$ cat src/rtl/led_seq_pkg.sv
// Shared types and defaults for the LED sequencer.
// Opcodes, controller states and default widths.
package led_seq_pkg;

  localparam int LED_W = 8;
  localparam int LEN_W_DEF = 10;

  typedef enum logic [1:0] {
    OP_LOAD = 2'd0,
    OP_UP   = 2'd1,
    OP_DOWN = 2'd2,
    OP_HOLD = 2'd3
  } op_e;

  typedef enum logic {
    ST_IDLE = 1'b0,
    ST_RUN  = 1'b1
  } st_e;

endpackage

$ cat src/rtl/led_tick_gen.sv
// Prescaler producing one tick every DIV+1 enabled clocks.
// clear restarts the count and has priority over en.
module led_tick_gen #(
  parameter int DIV = 0
) (
  input  logic clk,
  input  logic rst,
  input  logic en,
  input  logic clear,
  output logic tick
);

  localparam int CW = (DIV > 0) ? $clog2(DIV + 1) : 1;
  localparam logic [CW-1:0] TOP = CW'(DIV);

  logic [CW-1:0] cnt_q, cnt_d;
  logic          at_top;

  assign at_top = (cnt_q == TOP);
  assign tick   = en && at_top;

  always_comb begin
    cnt_d = cnt_q;
    if (clear) begin
      cnt_d = '0;
    end else if (en) begin
      cnt_d = at_top ? '0 : cnt_q + CW'(1);
    end
  end

  always_ff @(posedge clk or posedge rst) begin
    if (rst) begin
      cnt_q <= '0;
    end else begin
      cnt_q <= cnt_d;
    end
  end

endmodule

$ cat src/rtl/led_seq_ctrl.sv
// Command-driven LED counter sequencer.
// Load/up/down/hold commands, prescaled stepping, done pulse.
module led_seq_ctrl
  import led_seq_pkg::*;
#(
  parameter int WIDTH = LED_W,
  parameter int DIV   = 0,
  parameter int LEN_W = LEN_W_DEF
) (
  input  logic             clk,
  input  logic             rst,
  input  logic             cmd_valid,
  output logic             cmd_ready,
  input  logic [1:0]       cmd_op,
  input  logic [WIDTH-1:0] cmd_data,
  input  logic [LEN_W-1:0] cmd_len,
  input  logic             abort,
  output logic [WIDTH-1:0] leds,
  output logic             busy,
  output logic             done
);

  st_e              state_q;
  op_e              op_q;
  op_e              op_in;
  logic [LEN_W-1:0] rem_q;
  logic [WIDTH-1:0] leds_q, leds_d;
  logic             done_q;
  logic             accept;
  logic             running;
  logic             tick;
  logic             last;

  assign op_in     = op_e'(cmd_op);
  assign running   = (state_q == ST_RUN);
  assign cmd_ready = (state_q == ST_IDLE) && !abort;
  assign accept    = cmd_valid && cmd_ready;
  assign last      = (rem_q == LEN_W'(1));

  assign leds = leds_q;
  assign busy = running;
  assign done = done_q;

  led_tick_gen #(
    .DIV(DIV)
  ) u_tick (
    .clk  (clk),
    .rst  (rst),
    .en   (running),
    .clear(accept || abort),
    .tick (tick)
  );

  always_comb begin
    leds_d = leds_q;
    unique case (op_q)
      OP_UP:   leds_d = leds_q + WIDTH'(1);
      OP_DOWN: leds_d = leds_q - WIDTH'(1);
      default: leds_d = leds_q;
    endcase
  end

  always_ff @(posedge clk or posedge rst) begin
    if (rst) begin
      state_q <= ST_IDLE;
      op_q    <= OP_LOAD;
      rem_q   <= '0;
      leds_q  <= '0;
      done_q  <= 1'b0;
    end else begin
      done_q <= 1'b0;
      unique case (state_q)
        ST_IDLE: begin
          if (accept) begin
            if (op_in == OP_LOAD) begin
              leds_q <= cmd_data;
              done_q <= 1'b1;
            end else if (cmd_len == '0) begin
              done_q <= 1'b1;
            end else begin
              state_q <= ST_RUN;
              rem_q   <= cmd_len;
              op_q    <= op_in;
            end
          end
        end
        ST_RUN: begin
          // abort freezes leds even when a tick lands on the same edge
          if (abort) begin
            state_q <= ST_IDLE;
          end else if (tick) begin
            leds_q <= leds_d;
            rem_q  <= rem_q - LEN_W'(1);
            if (last) begin
              state_q <= ST_IDLE;
              done_q  <= 1'b1;
            end
          end
        end
        default: state_q <= ST_IDLE;
      endcase
    end
  end

endmodule

$ cat config.mk
export PLATFORM = sky130hd
export DESIGN_NAME = led_seq_ctrl
export DESIGN_NICKNAME = d
export VERILOG_FILES = /design/src/rtl/led_seq_pkg.sv /design/src/rtl/led_tick_gen.sv /design/src/rtl/led_seq_ctrl.sv
export SDC_FILE = /design/constraint.sdc
export NUM_CORES = 1
export LEC_CHECK = 0
export BUFFER_PORTS_ARGS = -buffer_cell sky130_fd_sc_hd__buf_2
export CELL_PAD_IN_SITES_DETAIL_PLACEMENT = 1
export CELL_PAD_IN_SITES_GLOBAL_PLACEMENT = 2
export CORE_MARGIN = 3
export CORE_UTILIZATION = 30
export CTS_BUF_LIST = sky130_fd_sc_hd__clkbuf_16
export DETAILED_ROUTE_END_ITERATION = 12
export PLACE_DENSITY_LB_ADDON = 0.1
export SETUP_SLACK_MARGIN = 0.4
export SLEW_MARGIN = 10
export SYNTH_ARGS = -nofsm -noshare
export SYNTH_HDL_FRONTEND = slang
export SYNTH_HIERARCHICAL = 1
export SYNTH_SLANG_ARGS = --single-unit
$ cat constraint.sdc
create_clock -name clk -period 5.3 [get_ports clk]
set_clock_uncertainty 0.2 [all_clocks]
set_input_delay 0.265 -clock clk [delete_from_list [all_inputs] [get_ports clk]]
set_output_delay 0.265 -clock clk [all_outputs]
set_load 0.02 [all_outputs]
Word-level counts from Yosys, hierarchy flattened

Index checks and enable logic that the tools add are counted.

Register bits after elaboration: 23
Input bits: 24
Output and inout port bits: 11

Add/sub/neg operators: 4
Equal/unequal tests: 10
Mux-type cells: 29
Bitwise logic cells: 4
Reductions and logical operators: 11

Operator list:

| operator                                                                | number |
|---|---|
| 10-bit two-way mux                                                      | 5 |
| 8-bit two-way mux                                                       | 4 |
| 8-bit one-hot mux with 2 select lines                                   | 2 |
| 10-bit one-hot mux with 2 select lines                                  | 1 |
| 1-bit two-way mux                                                       | 15 |
| 10-bit by 1-bit equality test with 1-bit output (second input constant) | 1 |
| 10-bit zero test                                                        | 1 |
| 5-bit AND reduction                                                     | 2 |
| 10-bit by 1-bit subtractor with 10-bit output (second input constant)   | 1 |
| 8-bit by 1-bit adder with 8-bit output (second input constant)          | 1 |
| 2-bit != test (second input constant)                                   | 4 |
| 8-bit by 1-bit subtractor with 8-bit output (second input constant)     | 1 |
| 2-bit by 1-bit != test with 1-bit output (second input constant)        | 2 |
| 1-bit inverter                                                          | 4 |
| 1-bit one-hot mux with 2 select lines                                   | 2 |
| 4-bit AND reduction                                                     | 1 |
| 1-bit logical AND                                                       | 3 |
| 3-bit by 1-bit != test with 1-bit output (second input constant)        | 1 |
| 2-bit by 1-bit equality test with 1-bit output (second input constant)  | 1 |
| 2-bit equality test (second input constant)                             | 1 |
| 2-bit zero test                                                         | 1 |
| 2-bit nonzero test                                                      | 1 |
| 1-bit adder (second input constant)                                     | 1 |
| 1-bit zero test                                                         | 1 |
| 1-bit logical OR                                                        | 1 |

Logic depth before layout (Yosys ltp)

Gate-level depths: netlist of the first run.

Word-level depth: 5
Mapped depth: 9
Mapped depth without buffers: 8

Cells and area by module

Netlist of the first run, hierarchy kept.

By module, submodules not included:

| module       | times used | cells each | area an instance (sq um) | sequential area each (sq um) |
|---|---|---|---|---|
| led_seq_ctrl | 1          | 173        | 1,500.2                  | 550.5 |
| led_tick_gen | 1          | 1          | 7.5                      | 0.0 |

Worst setup path after synthesis of the first run

Ideal clock, no wire load.

Path type: register to register
Start point: register op_q[0]
End point: register leds_q[6], in the netlist leds[6]
Arrival time: 1.734 ns
Required time: 4.976 ns
Path slack: 3.242 ns
Stages on the path, launching flop included: 10
Buffers on the path: 1
Cell sequence: dfrtp_1 -> nand2b_1 -> buf_6 -> xnor2_1 -> ha_1 -> nor2_1 -> nand2b_2 -> o31ai_1 -> mux2i_1 -> a21oi_1

Longest elaborated chain between the ends: 5
Elaborated cells between the ends (all ways): 8
Classes of those cells: 3 x eq/ne; 4 x mux; 1 x reduce/logical

RTL lines:

| what                                                                                  | RTL line           | text |
|---|---|---|
| start, declared                                                                       | led_seq_ctrl.sv:24 | `op_e op_q;` |
| start signal, assigned                                                                | led_seq_ctrl.sv:83 | `op_q <= op_in;` |
| 2-bit equality test or 2-bit by 1-bit equality test with 1-bit output (tied branches) | led_seq_ctrl.sv:56 | `unique case (op_q)` |
| 8-bit one-hot mux with 2 select lines                                                 | led_seq_ctrl.sv:56 |  |
| 8-bit two-way mux                                                                     | led_seq_ctrl.sv:91 | `end else if (tick) begin` |
| 8-bit two-way mux                                                                     | led_seq_ctrl.sv:89 | `if (abort) begin` |
| 8-bit one-hot mux with 2 select lines                                                 | led_seq_ctrl.sv:72 | `unique case (state_q)` |
| end signal, assigned                                                                  | led_seq_ctrl.sv:76 | `leds_q <= cmd_data;` |
| end signal, assigned                                                                  | led_seq_ctrl.sv:92 | `leds_q <= leds_d;` |
| end, declared                                                                         | led_seq_ctrl.sv:27 | `logic [WIDTH-1:0] leds_q, leds_d;` |

Several ways; a longest one is shown, not always the timed one. The select of a mux whose other input is x is not followed.
A chain may end at the register's enable or synchronous reset.

Final worst setup path of the first run

Start point: register state_q, in the netlist busy
End point: register rem_q[3]

Longest elaborated chain between the ends: 5
Elaborated cells between the ends (all ways): 11
Classes of those cells: 5 x eq/ne; 1 x mux; 1 x bitwise; 4 x reduce/logical

RTL lines:

| what                          | RTL line           | text |
|---|---|---|
| start, declared               | led_seq_ctrl.sv:23 | `st_e state_q;` |
| start signal, assigned        | led_seq_ctrl.sv:65 | `state_q <= ST_IDLE;` |
| start signal, assigned        | led_seq_ctrl.sv:81 | `state_q <= ST_RUN;` |
| start signal, assigned        | led_seq_ctrl.sv:90 | `state_q <= ST_IDLE;` |
| 1-bit inverter (no line)      | --                 |  |
| 1-bit logical AND             | led_seq_ctrl.sv:36 | `assign cmd_ready = (state_q == ST_IDLE) && !abort;` |
| 1-bit logical AND             | led_seq_ctrl.sv:37 | `assign accept = cmd_valid && cmd_ready;` |
| 2-bit != test (no line)       | --                 |  |
| 5-bit AND reduction (no line) | --                 |  |
| end signal, assigned          | led_seq_ctrl.sv:82 | `rem_q <= cmd_len;` |
| end signal, assigned          | led_seq_ctrl.sv:93 | `rem_q <= rem_q - LEN_W'(1);` |
| end, declared                 | led_seq_ctrl.sv:26 | `logic [LEN_W-1:0] rem_q;` |

Several ways; a longest one is shown, not always the timed one.

==> impl_metrics.json, run 1 <==
{
  "fp.dieW_um": 76.7,
  "hold_class": "in -> async",
  "ir_drop_mv": 0.138,
  "clock_sinks": 22,
  "fmax_mhz": 374,
  "required_ns": 5.24,
  "grt_pass1_vias": 1545,
  "syn_area_sq_mm": 0.00150,
  "critPathCaptureType": "flop",
  "final_core_util_pct": 37.2,
  "cts_buffers": 3,
  "cts_root_buffer": "clkbuf_16",
  "synth_fp_nets": 200,
  "clockBufferDepth": 2,
  "place_inst": 267,
  "insertion_delay_ns": 0.25,
  "cts_hold_buf": 0,
  "leakage_nw": 0.740,
  "slew_violations": 0,
  "final_cell_mix": "buf_2 (34), dfrtp_1 (22), a21oi_1 (21), o21ai_0 (13)",
  "io_pins": 35,
  "cap_viol_max_count": 0,
  "p_per_area_mw_per_mm2": 403,
  "core_sq_mm": 0.00479,
  "final-setup-viol-count": 0,
  "drive_gt1_share_pct": 24.5,
  "vias_per_cell": 5.22,
  "io_buffer_count": 34,
  "rsz0062_at_grt": "false",
  "cts_tree": "yes",
  "antenna_found_initial": 0,
  "fin_cells": 271,
  "cts_setup_buffers": 0,
  "path_clk_slew_ns": 0.06,
  "arrival_ns": 2.62,
  "path_class": "reg -> reg",
  "syn_inst": 173,
  "grt_usage_pct": 15.0,
  "slew_headroom_pct": 39.7,
  "avgSynthCellArea_sq_um": 8.68,
  "drcViolationCount": 0,
  "critPathLaunchType": "flop",
  "fp.dieH_um": 76.7,
  "path_max_fanout": 30,
  "grt_max_degree": 31,
  "drtIter0Drc": 51,
  "worstMarginPinSlew_ns": 0.903,
  "wl_um": 4270,
  "fin_crit_ns": 2.67,
  "mostFrequentLayoutCell": "buf_2",
  "row_count": 25,
  "hpwl_um": 3280,
  "diodes": 0,
  "fin_tns_setup_ns": 0,
  "place.gp.congestion": 0.833,
  "hold_ws_ns": -0.000212,
  "die-area_sq_mm": 0.00589,
  "nNetsFinal": 232,
  "fin_crit_sh_pct": 50.4,
  "r2r_setup_slack_ns": 2.63,
  "finalHoldViolCount": 1,
  "synthToLayoutAreaGrowth_pct": 18.5,
  "initial_utilization_pct": 31.4,
  "ys_warn_count": 6,
  "htree_num_levels": 1,
  "vias": 1415,
  "antenna_left": 0,
  "failed_checks": "hold timing",
  "dr.pass1.iters": 4,
  "cts_resized": 0,
  "status": "finished with violations",
  "grt_first_pass_wirelength_um": 7400,
  "grt_overflow": 0,
  "wire_per_inst_um": 15.8
}
[flip-flops by register name (all words and copies together) (netlist names)]
name,cells
busy,1
done,1
leds,8
op_q,2
rem_q,10
[routing by layer]
| metal | vias up | wire length [um] | global-route usage (%) |
|---|---|---|---|
| met5 | - | 0 | 0 |
| met4 | 0 | 22 | 2.72 |
| met3 | 2 | 131 | 2.11 |
| met2 | 20 | 2250 | 27.5 |
| met1 | 687 | 1870 | 18.5 |
| li1 | 706 | - | - |
[final cells by class]
type	count	area, sq um
Clock buffer	3	75.1
Timing Repair Buffer	35	178
Fill cell	586	3010
Inverter	9	33.8
Sequential cell	22	551
Clock inverter	1	3.75
Tap cell	67	83.8
Multi-Input combinational cell	134	855
[report_power, final]
| part | switching, W | total, W | leakage [nW] | internal, W |
|---|---|---|---|---|
| registers | 0.0000771 | 0.000294 | 0.267 | 0.000217 |
| clock network | 0.0000615 | 0.000162 | 0.0385 | 0.000101 |
| logic | 0.000147 | 0.000261 | 0.434 | 0.000113 |
[final timing paths]
check	startpoint	endpoint	cells after the start
max in group asynchronous	rst	leds[4]	2
hold reg to reg	rem_q[3]	rem_q[3]	1
hold / removal	rst	done	2
setup / recovery	busy	rem_q[3]	6
min in group clk	abort	busy	2
setup reg to reg	busy	rem_q[3]	6
[critical path, stage by stage (launching register included)]
cell and delay, ns:
dfrtp_1 0.62, buf_4 0.37, nand2_1 0.09, a21o_1 0.22
a21oi_2 0.58, o21ai_0 0.21, a22o_1 0.28
[through the flow]
step / total power, W / area, sq um / worst slack (ns) / hold WS, ns
floorplan: 0.000477 / 1500 / 3.24 / 0.0542
global placement: 0.000552 / 1700 / 2.70 / 0.295
detailed placement: 0.000563 / 1700 / 2.60 / 0.311
CTS: 0.000728 / 1780 / 2.59 / 0.0429
global route: 0.000774 / 1780 / 2.39 / 0.0721
finish: 0.000717 / 1780 / 2.63 / -0.000212
Power figures use the tool's default switching activity.
==> run 2, diff against run 1 <==
- clock period: 5.3 -> 2.7 ns (I/O delays scaled with it)
==> run 2 against run 1 <==
Compared with the run above: clock power up 96%; critical path type unchanged; the flow still finishes with violations (hold timing); wire length up 5.6%; register-to-register slack worse by 2.1 ns; sequential cell count stayed put; utilization rose by 3.7 points; sequential share of layout area shrank 2.8 points; sequential power rose by 95%; highest routed layer unchanged; via count is 5.8% higher.
==> impl_metrics.json, run 2 (synthesized netlist as in run 1, its figures left out) <==
{
  "worstMarginPinSlew_ns": 0.954,
  "cap_viol_max_count": 0,
  "crit_start": "op_q[0]",
  "p_total_w": 0.00144,
  "timing.rr.end": "leds[6]",
  "place.gp.congestion": 0.839,
  "dpl_worst_slack_ns": 0.448,
  "clockBufferDepth": 2,
  "insertion_delay_ns": 0.25,
  "die-area_sq_mm": 0.00589,
  "final-setup-viol-count": 0,
  "met1_usage_pct": 18.7,
  "final_core_util_pct": 40.9,
  "wire_per_inst_um": 15.8,
  "io_buffer_count": 34,
  "final_cell_mix": "buf_2 (34), dfrtp_1 (22), a21oi_1 (21), o21ai_0 (13)",
  "hold_class": "in -> reg",
  "path_clk_slew_ns": 0.06,
  "nFillCells": 591,
  "wl_um": 4510,
  "arrival_ns": 2.11,
  "failed_checks": "hold timing",
  "grt_usage_pct": 15.6,
  "worstRegToRegCells": 8,
  "critPathLaunchType": "flop",
  "fmax_mhz": 459,
  "drtIter0Drc": 34,
  "ir_drop_mv": 0.245,
  "io_pins": 35,
  "slew_violations": 0,
  "path_class": "reg -> reg",
  "hold_ws_ns": -0.00952,
  "mostFrequentLayoutCell": "buf_2",
  "nNetsFinal": 248,
  "use_met2_pct": 28.8,
  "met3_usage_pct": 2.11,
  "diodes": 0,
  "grt_pass1_vias": 1559,
  "fin_tns_setup_ns": 0,
  "crit_path_end": "leds[6]",
  "p_per_area_mw_per_mm2": 738,
  "final.setup.worst_slack_ns": 0.523,
  "hpwl_um": 3350,
  "required_ns": 2.64,
  "rsz0062_at_grt": "false",
  "cts_buffers": 3,
  "finalHoldViolCount": 1,
  "critPathCaptureType": "flop",
  "r2r_setup_slack_ns": 0.52,
  "row_count": 25,
  "fp.dieH_um": 76.7,
  "clock_sinks": 22,
  "top_register": "rem_q",
  "synthToLayoutAreaGrowth_pct": 30.3,
  "fin_crit_ns": 2.18,
  "grt_first_pass_wirelength_um": 7580,
  "slew_headroom_pct": 36.3,
  "leakage_nw": 0.820,
  "vias": 1497,
  "antenna_found_initial": 0,
  "grt_overflow": 0,
  "antenna_left": 0,
  "largest_register_ffs": 10,
  "core_sq_mm": 0.00479,
  "fin_crit_sh_pct": 80.6,
  "drive_gt1_share_pct": 26.5,
  "path_max_fanout": 8,
  "vias_per_cell": 5.23,
  "drcViolationCount": 0,
  "cts_tree": "yes",
  "cts_root_buffer": "clkbuf_16",
  "initial_utilization_pct": 31.4,
  "grt_max_degree": 28,
  "dr.pass1.iters": 2,
  "htree_num_levels": 1,
  "fp.dieW_um": 76.7,
  "r2r-start": "op_q[0]",
  "status": "finished with violations",
  "busiest_layer": "met2"
}
==> run 2: changes by cell type in the layout (fill, tap and decap cells not counted), sizes merged <==
cell,previous run,this run
dlygate4sd3,0,11
buf,35,40
clkinv,1,0
==> run 2: worst min path at each step <==
stage,end,cells past startpoint,startpoint
2_1_floorplan,busy,1,rst
3_3_place_gp,done,2,rst
3_5_place_dp,busy,2,rst
4_1_cts,leds[7],3,cmd_data[7]
5_1_grt,leds[7],3,cmd_data[7]
6_report,leds[7],3,cmd_data[7]
==> run 2: metal layers <==
metal  routed length (um)  share of wire [%]  up-vias
met3                  131                2.9        6
met2                 2390                 53       22
met4                   48                1.1        0
li1                     -                  -      736
met1                 1950                 43      733
met5                    0                  0        -
==> run 2: area by class of cell <==
| class | instances | area, sq um | share of cell area, % |
|---|---|---|---|
| multi-input cells | 134 | 875 | 44.7 |
| flip-flops and latches | 22 | 551 | 28.2 |
| repair buffers | 51 | 338 | 17.3 |
| well taps | 67 | 83.8 | 4.29 |
| clock buffers | 3 | 75.1 | 3.84 |
| inverters | 9 | 33.8 | 1.73 |
==> run 2: critical path: stages, from the launching register on <==
cell and delay, ns:
dfrtp_1 0.40, nand2b_2 0.26, xnor2_1 0.16, ha_1 0.22, nor2_1 0.16, nand2b_2 0.09
o31ai_2 0.26, mux2i_1 0.22, a21oi_1 0.08
==> run 2: power by group <==
group	switching [W]	total, W	internal (W)
sequential	0.000148	0.000574	0.000426
clock	0.000122	0.000318	0.000196
combinational	0.000305	0.000551	0.000246
total	0.000576	0.00144	0.000868
==> run 2: what timing repair did <==
item,in CTS,in global routing
resized for setup,0,4
endpoints found under the hold margin,32,0
hold buffers,11,0
buffers inserted,0,3
setup endpoints to repair,0,10
==> run 2: metrics by stage <==
stage               hold WS (ns)  area, sq um  std cells
floorplan                -0.0758         1500        173
global placement           0.194         1720        269
detailed placement         0.199         1720        269
CTS                      0.00297         1900        283
global route              0.0300         1960        286
finish                  -0.00952         1960        286
==> run 3, diff against run 2 <==
- ABC_AREA: not set -> 1
- CORE_UTILIZATION: 30 -> 26
- clock period: 2.7 -> 1.85 ns (I/O delays scaled with it)
==> run 3 against run 2 <==
Compared with the run above: the flow finishes with violations (hold timing, setup timing); sequential share of layout area shrank 8.3 points; synthesized area grew 13%; global-route usage grew 0.88 points; sequential power grew 46%; register-to-register slack lost 0.53 ns; wire length grew 29%; sequential cell count is the same.
==> impl_metrics.json, run 3 <==
{
  "path_max_fanout": 4,
  "nFillCells": 781,
  "hold-path-cell-count": 4,
  "critPathLaunchType": "flop",
  "wl_met3_um": 200,
  "core_sq_mm": 0.00613,
  "wl_um": 5820,
  "cts_root_buffer": "clkbuf_16",
  "fp.dieW_um": 86.8,
  "grt_pass1_vias": 2072,
  "syn_area_sq_mm": 0.00170,
  "hold_class": "in -> reg",
  "drive_gt1_share_pct": 43.8,
  "grt_usage_pct": 16.5,
  "min_to": "done",
  "min_from": "abort",
  "antenna_found_initial": 0,
  "final.setup.worst_slack_ns": -0.00822,
  "final-setup-viol-count": 1,
  "clock_sinks": 22,
  "vias_per_cell": 4.61,
  "grt_max_degree": 23,
  "r2r-start": "op_q[0]",
  "required_ns": 1.81,
  "final_core_util_pct": 45.6,
  "drcViolationCount": 0,
  "fp.dieH_um": 86.8,
  "hpwl_um": 3940,
  "avgSynthCellArea_sq_um": 6.50,
  "insertion_delay_ns": 0.26,
  "diodes": 0,
  "critPathCaptureType": "flop",
  "timing.rr.end": "leds[4]",
  "antenna_left": 0,
  "syn_inst": 261,
  "ys_warn_count": 6,
  "initial_utilization_pct": 27.7,
  "met2_length_um": 2630,
  "p_total_w": 0.00324,
  "fin_crit_sh_pct": 100,
  "fin_crit_ns": 1.86,
  "row_count": 28,
  "leakage_nw": 1.41,
  "cts_tree": "yes",
  "synthToLayoutAreaGrowth_pct": 65.0,
  "mostFrequentLayoutCell": "nand2_1",
  "worstRegToRegCells": 16,
  "finalHoldViolCount": 2,
  "nNetsFinal": 377,
  "final_cell_area_sq_mm": 0.00280,
  "rsz0062_at_grt": "true",
  "fmax_mhz": 538,
  "cts_buffers": 3,
  "die-area_sq_mm": 0.00753,
  "drtIter0Drc": 62,
  "place.gp.congestion": 0.728,
  "cts_hold_buf": 18,
  "r2r_setup_slack_ns": -0.008,
  "wire_per_inst_um": 13.7,
  "worstMarginPinSlew_ns": 0.319,
  "ir_drop_mv": 0.466,
  "htree_num_levels": 1,
  "topRoutingLayerUsed": "met4",
  "top_register": "rem_q",
  "largest_register_ffs": 10,
  "cap_viol_max_count": 0,
  "clockBufferDepth": 2,
  "grt_first_pass_wirelength_um": 9910,
  "vias": 1953,
  "hold_ws_ns": -0.0508,
  "failed_checks": "hold timing, setup timing",
  "io_buffer_count": 34,
  "place_area_sq_mm": 0.00202,
  "slew_violations": 0,
  "p_per_area_mw_per_mm2": 1160,
  "io_pins": 35,
  "path_clk_slew_ns": 0.07,
  "synth_fp_nets": 288,
  "final_cell_mix": "nand2_1 (54), buf_2 (34), buf_4 (33), inv_1 (26), nor2_1 (25)",
  "dr.pass1.iters": 4,
  "path_class": "reg -> reg",
  "status": "finished with violations",
  "arrival_ns": 1.81,
  "drt-met1-wl_um": 2940,
  "grt_overflow": 0,
  "slew_headroom_pct": 78.7
}
## run 3: how the worst max path moves through the flow
| stage | depth (start not counted) | to | start |
|---|---|---|---|
| 3_3_place_gp | 16 | leds[4] | op_q[0] |
| 6_report | 16 | leds[4] | op_q[0] |
| 4_1_cts | 16 | leds[4] | op_q[0] |
| 3_5_place_dp | 16 | leds[4] | op_q[0] |
| 2_1_floorplan | 17 | leds[4] | op_q[0] |
| 5_1_grt | 16 | leds[4] | op_q[0] |
## run 3: area by class of cell
type                    count  area, sq um  share of cell area (%)
flip-flops and latches     22          556                    19.9
repair buffers             91          683                    24.4
clock buffers               3         75.1                    2.68
repair inverters            1         16.3                   0.581
clock inverters             1         3.75                   0.134
inverters                  41          176                    6.31
multi-input cells         190         1190                    42.7
well taps                  75         93.8                    3.35
## run 3: critical path, stage by stage, from the launching register on
cell	delay (ns)
dfrtp_1	0.39
inv_2	0.12
nand2_4	0.07
nand2_4	0.07
nand2_2	0.04
inv_2	0.06
ha_4	0.12
inv_2	0.03
nand2_2	0.06
inv_2	0.04
nor2_4	0.11
nand2_1	0.06
nand2_1	0.07
xor2_1	0.13
nand2_1	0.07
nand2_1	0.06
nand2_1	0.04
## run 3: where the power goes
| part | total [W] | leakage [nW] | internal [W] | switching (W) |
|---|---|---|---|---|
| logic | 0.00191 | 1.10 | 0.000816 | 0.00110 |
| registers | 0.000840 | 0.269 | 0.000646 | 0.000194 |
| clock network | 0.000488 | 0.0423 | 0.000290 | 0.000199 |
| total | 0.00324 | 1.41 | 0.00175 | 0.00149 |
## run 3: repair_timing
| item | in CTS | in global routing |
|---|---|---|
| setup endpoints to repair | 20 | 22 |
| hold endpoints to repair | 39 | 1 |
| setup buffers | 19 | 6 |
| resized for setup | 50 | 46 |
| cloned | 1 | 0 |
| pin swaps | 11 | 14 |
## run 3: metrics by stage
stage	std cells	TNS [ns]	worst slack, ns
2_1_floorplan	261	0	0.0102
3_3_place_gp	376	0	0.0474
3_5_place_dp	376	-0.0272	-0.0272
4_1_cts	418	0	0.0107
5_1_grt	424	-0.576	-0.151
6_report	424	-0.00822	-0.00822
## run 3: routing by layer
layer,global-route usage [%],vias to the layer above
li1,-,1005
met1,23.3,911
met2,26.8,32
met3,2.09,5
met4,3.40,0
met5,0,-
